## config.mk

```make
export PLATFORM = sky130hd
export DESIGN_NAME = jt12_opram_ctl
export DESIGN_NICKNAME = d
export VERILOG_FILES = /design/src/rtl/jt12_opram_ctl.sv
export SDC_FILE = /design/constraint.sdc
export NUM_CORES = 1
export LEC_CHECK = 0
export CAP_MARGIN = 5
export CORE_ASPECT_RATIO = 0.75
export CORE_MARGIN = 8
export CORE_UTILIZATION = 48
export DETAILED_ROUTE_END_ITERATION = 8
export DONT_BUFFER_PORTS = 1
export PLACE_DENSITY_LB_ADDON = 0.12
export SLEW_MARGIN = 20
export SYNTH_ARGS = -nofsm -noshare
export SYNTH_HDL_FRONTEND = slang
export SYNTH_SLANG_ARGS = --single-unit
export TNS_END_PERCENT = 100
```

## constraint.sdc

```tcl
create_clock -name clk -period 5.2 [get_ports clk]
set_input_delay 1.04 -clock clk [delete_from_list [all_inputs] [get_ports clk]]
set_output_delay 1.04 -clock clk [all_outputs]
set_load 0.03 [all_outputs]
```

## src/rtl/jt12_opram_ctl.sv

```systemverilog
// Sequencer/writer for the per-operator state RAM: clears the RAM after reset,
// then cycles the operator slots and merges queued host field writes into write-back.
module jt12_opram_ctl #(
    parameter int unsigned    SLOTS    = 24,
    parameter int unsigned    W        = 44,
    parameter logic [W-1:0]   INIT_VAL = {7'h7F, 37'd0},
    parameter int unsigned    QDEPTH   = 4
) (
    input  logic         clk,
    input  logic         rst_n,
    input  logic         clk_en,
    output logic [4:0]   ram_rd_addr,
    output logic [4:0]   ram_wr_addr,
    output logic [W-1:0] ram_data,
    input  logic [W-1:0] ram_q,
    output logic         op_valid,
    output logic [4:0]   op_slot,
    output logic [W-1:0] op_q,
    input  logic [W-1:0] op_new,
    input  logic         host_valid,
    output logic         host_ready,
    input  logic [4:0]   host_slot,
    input  logic [W-1:0] host_mask,
    input  logic [W-1:0] host_data,
    output logic         init_done
);

    localparam int unsigned QAW       = $clog2(QDEPTH);
    localparam int unsigned CW        = QAW + 1;
    localparam logic [4:0]  LAST_SLOT = 5'(SLOTS - 1);
    localparam logic [4:0]  LAST_ADDR = 5'd31;

    typedef enum logic {
        ST_INIT = 1'b0,
        ST_RUN  = 1'b1
    } state_t;

    state_t          state_q, state_d;
    logic [4:0]      init_cnt_q, init_cnt_d;
    logic [4:0]      cnt_q, cnt_d;
    logic [4:0]      op_slot_q, op_slot_d;
    logic            op_valid_q, op_valid_d;
    logic            init_done_q, init_done_d;

    logic [4:0]      q_slot_q [QDEPTH];
    logic [W-1:0]    q_mask_q [QDEPTH];
    logic [W-1:0]    q_data_q [QDEPTH];
    logic [4:0]      q_slot_d [QDEPTH];
    logic [W-1:0]    q_mask_d [QDEPTH];
    logic [W-1:0]    q_data_d [QDEPTH];
    logic [QAW-1:0]  wr_ptr_q, wr_ptr_d;
    logic [QAW-1:0]  rd_ptr_q, rd_ptr_d;
    logic [CW-1:0]   count_q, count_d;

    logic            q_full;
    logic            q_empty;
    logic            push;
    logic            pop;
    logic            head_hit;
    logic [4:0]      head_slot;
    logic [W-1:0]    head_mask;
    logic [W-1:0]    head_data;
    logic [W-1:0]    merged;

    assign q_full     = (count_q == CW'(QDEPTH));
    assign q_empty    = (count_q == '0);
    assign host_ready = !q_full && rst_n;
    assign push       = host_valid && host_ready;

    assign head_slot  = q_slot_q[rd_ptr_q];
    assign head_mask  = q_mask_q[rd_ptr_q];
    assign head_data  = q_data_q[rd_ptr_q];
    // op_slot never exceeds SLOTS-1, so an out-of-range head can never hit.
    assign head_hit   = !q_empty && (head_slot == op_slot_q);
    assign merged     = (op_new & ~head_mask) | (head_data & head_mask);

    assign op_valid   = op_valid_q;
    assign op_slot    = op_slot_q;
    assign op_q       = ram_q;
    assign init_done  = init_done_q;

    // Sequencer: next state and RAM port drive.
    always_comb begin
        state_d     = state_q;
        init_cnt_d  = init_cnt_q;
        cnt_d       = cnt_q;
        op_slot_d   = op_slot_q;
        op_valid_d  = op_valid_q;
        init_done_d = init_done_q;
        ram_rd_addr = '0;
        ram_wr_addr = init_cnt_q;
        ram_data    = INIT_VAL;
        pop         = 1'b0;

        case (state_q)
            ST_INIT: begin
                if (clk_en) begin
                    init_cnt_d = init_cnt_q + 5'd1;
                    if (init_cnt_q == LAST_ADDR) begin
                        state_d     = ST_RUN;
                        init_done_d = 1'b1;
                    end
                end
            end
            ST_RUN: begin
                ram_rd_addr = cnt_q;
                // Before the first slot is live the counter has wrapped to 0,
                // so the idle write just rewrites INIT_VAL into word 0.
                if (op_valid_q) begin
                    ram_wr_addr = op_slot_q;
                    ram_data    = head_hit ? merged : op_new;
                end
                if (clk_en) begin
                    cnt_d      = (cnt_q == LAST_SLOT) ? 5'd0 : cnt_q + 5'd1;
                    op_slot_d  = cnt_q;
                    op_valid_d = 1'b1;
                    pop        = op_valid_q && head_hit;
                end
            end
            default: state_d = ST_INIT;
        endcase
    end

    // Host write queue: push on any edge, pop only on a matching write-back.
    always_comb begin
        q_slot_d = q_slot_q;
        q_mask_d = q_mask_q;
        q_data_d = q_data_q;
        wr_ptr_d = wr_ptr_q;
        rd_ptr_d = rd_ptr_q;
        count_d  = count_q;

        if (push) begin
            q_slot_d[wr_ptr_q] = host_slot;
            q_mask_d[wr_ptr_q] = host_mask;
            q_data_d[wr_ptr_q] = host_data;
            wr_ptr_d           = wr_ptr_q + QAW'(1);
        end
        if (pop) begin
            rd_ptr_d = rd_ptr_q + QAW'(1);
        end
        case ({push, pop})
            2'b10:   count_d = count_q + CW'(1);
            2'b01:   count_d = count_q - CW'(1);
            default: count_d = count_q;
        endcase
    end

    always_ff @(posedge clk) begin
        if (!rst_n) begin
            state_q     <= ST_INIT;
            init_cnt_q  <= '0;
            cnt_q       <= '0;
            op_slot_q   <= '0;
            op_valid_q  <= 1'b0;
            init_done_q <= 1'b0;
            wr_ptr_q    <= '0;
            rd_ptr_q    <= '0;
            count_q     <= '0;
        end else begin
            state_q     <= state_d;
            init_cnt_q  <= init_cnt_d;
            cnt_q       <= cnt_d;
            op_slot_q   <= op_slot_d;
            op_valid_q  <= op_valid_d;
            init_done_q <= init_done_d;
            wr_ptr_q    <= wr_ptr_d;
            rd_ptr_q    <= rd_ptr_d;
            count_q     <= count_d;
        end
    end

    always_ff @(posedge clk) begin
        q_slot_q <= q_slot_d;
        q_mask_q <= q_mask_d;
        q_data_q <= q_data_d;
    end

endmodule

```

==> results.py <==
metrics = {
    "outcome": {
        "status": "finished clean",
    },
    "floorplan": {
        "pin_count": 291,
        "rows": 58,
        "die_w_um": 229,
        "die_h_um": 176,
        "coreArea_um2": 33500,
        "start_util_pct": 48.7,
        "dieArea_um2": 40100,
    },
    "worst_setup_path": {
        "crit_fanout": 36,
        "cp_cell_sequence": "mux4_2, xnor2_1, nand4_4, buf_4, nor3b_1, mux2i_1, buf_4",
        "cp.required_ns": 4.16,
        "path_class": "reg -> out",
        "crit_top_cell": "buf_4",
        "critPathSlowestCell": "nor3b_1",
        "crit_arrival_ns": 3.90,
        "path_buf_inv": 2,
        "critPathTopFamily": "simple AND/OR/NAND/NOR gates",
        "start_kind": "register",
        "slowest_delay_ns": 0.63,
        "end_kind": "output pin",
    },
    "clocking": {
        "clock_latency_ns": 0.52,
        "path_clk_slew_ns": 0.06,
        "post_cts_buffers": 0,
        "numCtsBuffers": 40,
        "clock_sink_count": 397,
        "cts_max_level": 2,
        "cts_hold_buf": 0,
        "cts_resized": 0,
        "clockBufferDepth": 3,
        "root_buffer": "clkbuf_16",
        "cts_tree": "built",
    },
    "placed_design": {
        "hpwl_mm": 21.7,
        "gp_congestion": 0.770,
        "port_buffers": 0,
        "dpl.cell_count": 1295,
    },
    "timing": {
        "slew_viol_final": 0,
        "rsz0062_at_grt": "no",
        "report.final.setup_viol": 0,
        "finalCritPeriodShare_pct": 95.1,
        "clock.fmax_ghz": 0.202,
        "post-route-min-period_ns": 4.94,
        "tightest_slew_ns": 0.991,
        "setup_tns_ns": 0,
        "clock_skew_ns": 0.00909,
        "hold_viol": 0,
        "slew_headroom_pct": 33.7,
    },
    "grt": {
        "grt.met3_usage_pct": 6.58,
        "met1_usage_pct": 20.9,
        "antenna_found_initial": 0,
        "grt_first_pass_wirelength_mm": 52.4,
        "grtUsageTotal_pct": 17.1,
        "grt_overflow": 0,
        "grt_max_degree": 80,
        "top_usage_layer": "met2",
        "use_met2_pct": 28.1,
        "grt_pass1_vias": 8416,
    },
    "final_layout": {
        "nets": 1081,
        "num_antenna_cells": 0,
        "multi_input_area_um2": 4070,
        "instances_no_fill": 1366,
        "drive_gt1_share_pct": 25.5,
        "syn_to_final_growth_pct": 10.6,
        "nFillCells": 2624,
        "ff_latch_area_um2": 11700,
    },
    "flow_run": {
        "maxCapViolations": 0,
    },
    "synth": {
        "synth_cell_type_count": 38,
        "synth_edf_count": 372,
        "synth_cells": 885,
        "synthArstFlopShare_pct": 0,
        "synth_area_um2": 16300,
        "synth_top_area_cell": "edfxtp_1",
        "synth_nets": 1079,
        "synth_seq_cells": 397,
        "synthFlopType": "edfxtp_1",
        "yosys_warnings": 0,
        "seq_area_frac_synth_pct": 71.7,
        "synth_top_area_share_pct": 68.6,
        "avgSynthCellArea_um2": 18.4,
        "synth_area_leaders": "edfxtp_1 (69%), mux4_2 (13%), dfxtp_1 (3.1%)",
    },
    "route": {
        "vias_per_cell": 5.71,
        "drc": 0,
        "dr.pass1.iters": 5,
        "vias": 7794,
        "drt-initial-drc-count": 556,
        "routedWlPerCell_um": 25.2,
        "drtAntennaViolNets": 0,
        "routed_wl_mm": 34.4,
    },
    "pwr": {
        "p_total_w": 0.00651,
        "vdd_ir_drop_max_mv": 0.253,
        "p_leak_nw": 5.42,
        "power-per-cell-area_nw_per_um2": 361,
    },
    "min_path": {
        "hp-class": "reg -> reg",
    },
}
## per-layer routing
metal	wire length (um)	up-vias
met5	0	-
met4	731	0
met3	3110	56
met2	17000	263
met1	13600	4045
li1	-	3430
## logic make-up (layout without fill, tap and decap cells)
family                   after synthesis  after routing  synth area share [%]
flip-flops                           397            397                  71.7
AND/OR/NAND/NOR                      204            204                  6.75
multiplexers                         134            134                  15.4
buffers and inverters                 98            129                  3.52
AO/OA/AOI/OAI                         31             31                  1.24
XOR/XNOR                              12             12                 0.692
adder cells (fa/ha/maj)                9              9                 0.738
## cell type report
cell class                      instances  share of cell area, %
Multi-Input combinational cell        390                   22.6
Clock buffer                           51                   5.96
Inverter                                8                  0.167
Clock inverter                         20                  0.993
Timing Repair Buffer                   50                   2.29
Sequential cell                       397                   64.8
Tap cell                              450                   3.13
## report_power, final
part	switching [W]	internal (W)	total (W)
logic	0.000101	0.0000613	0.000162
registers	0.0000193	0.00358	0.00360
clock network	0.00113	0.00161	0.00274
total	0.00125	0.00525	0.00651
## Yosys cell counts, types with 2 or more instances
cell type / instances
nor3b_2: 22
nor3b_1: 17
nor2_1: 27
nand4_1: 3
buf_6: 2
edfxtp_1: 372
and2_1: 8
mux2i_1: 41
o41a_1: 6
ha_1: 8
o21ai_0: 8
buf_1: 3
xnor2_1: 6
xor2_1: 5
dfxtp_1: 25
clkbuf_1: 23
and3_1: 5
nand3_1: 7
buf_2: 16
inv_1: 7
nand2_1: 107
buf_4: 45
a21oi_1: 13
or3_1: 3
mux4_2: 93
## registers in the layout (all words and copies together), names as in the netlist
name	flops
op_slot	5
wr_ptr_q	2
op_valid	1
q_mask_q	176
init_done	1
count_q	3
init_cnt_q	5
state_q	1
q_data_q	176
cnt_q	5
q_slot_q	20
rd_ptr_q	2
## path summary, 6_finish.rpt
kind                    start      endpoint  slack [ns]  cells past startpoint
hold reg to reg      cnt_q[4]    op_slot[4]        0.51                      2
setup / recovery  rd_ptr_q[0]  ram_data[13]        0.26                      7
setup reg to reg  rd_ptr_q[0]    count_q[2]        1.39                     11
hold / removal       cnt_q[4]    op_slot[4]        0.51                      2
## worst min-delay path, stage by stage, from the launching register on
cell and delay, ns:
dfxtp_1 0.34, nand2_1 0.07, a21oi_1 0.05
## layout by cell type, fill, tap and decap left out, drive strengths merged, types with 15 or more instances in the layout
cell      n
edfxtp  372
dfxtp    25
mux2i    41
clkbuf   51
nand2   107
mux4     93
clkinv   15
nor3b    39
buf      50
nor2     27
## per-stage QoR
step / hold slack [ns] / area [um^2] / utilization (%) / setup slack [ns]
2_1_floorplan: 0.462 / 16300 / - / 0.669
3_3_place_gp: 0.478 / 16800 / 50.1 / 0.777
3_5_place_dp: 0.505 / 16800 / 50.1 / 0.794
4_1_cts: 0.511 / 18000 / 53.8 / 0.213
5_1_grt: 0.544 / 18000 / 53.8 / 0.0380
6_report: 0.509 / 18000 / 53.8 / 0.255
Power figures use the tool's default switching activity.
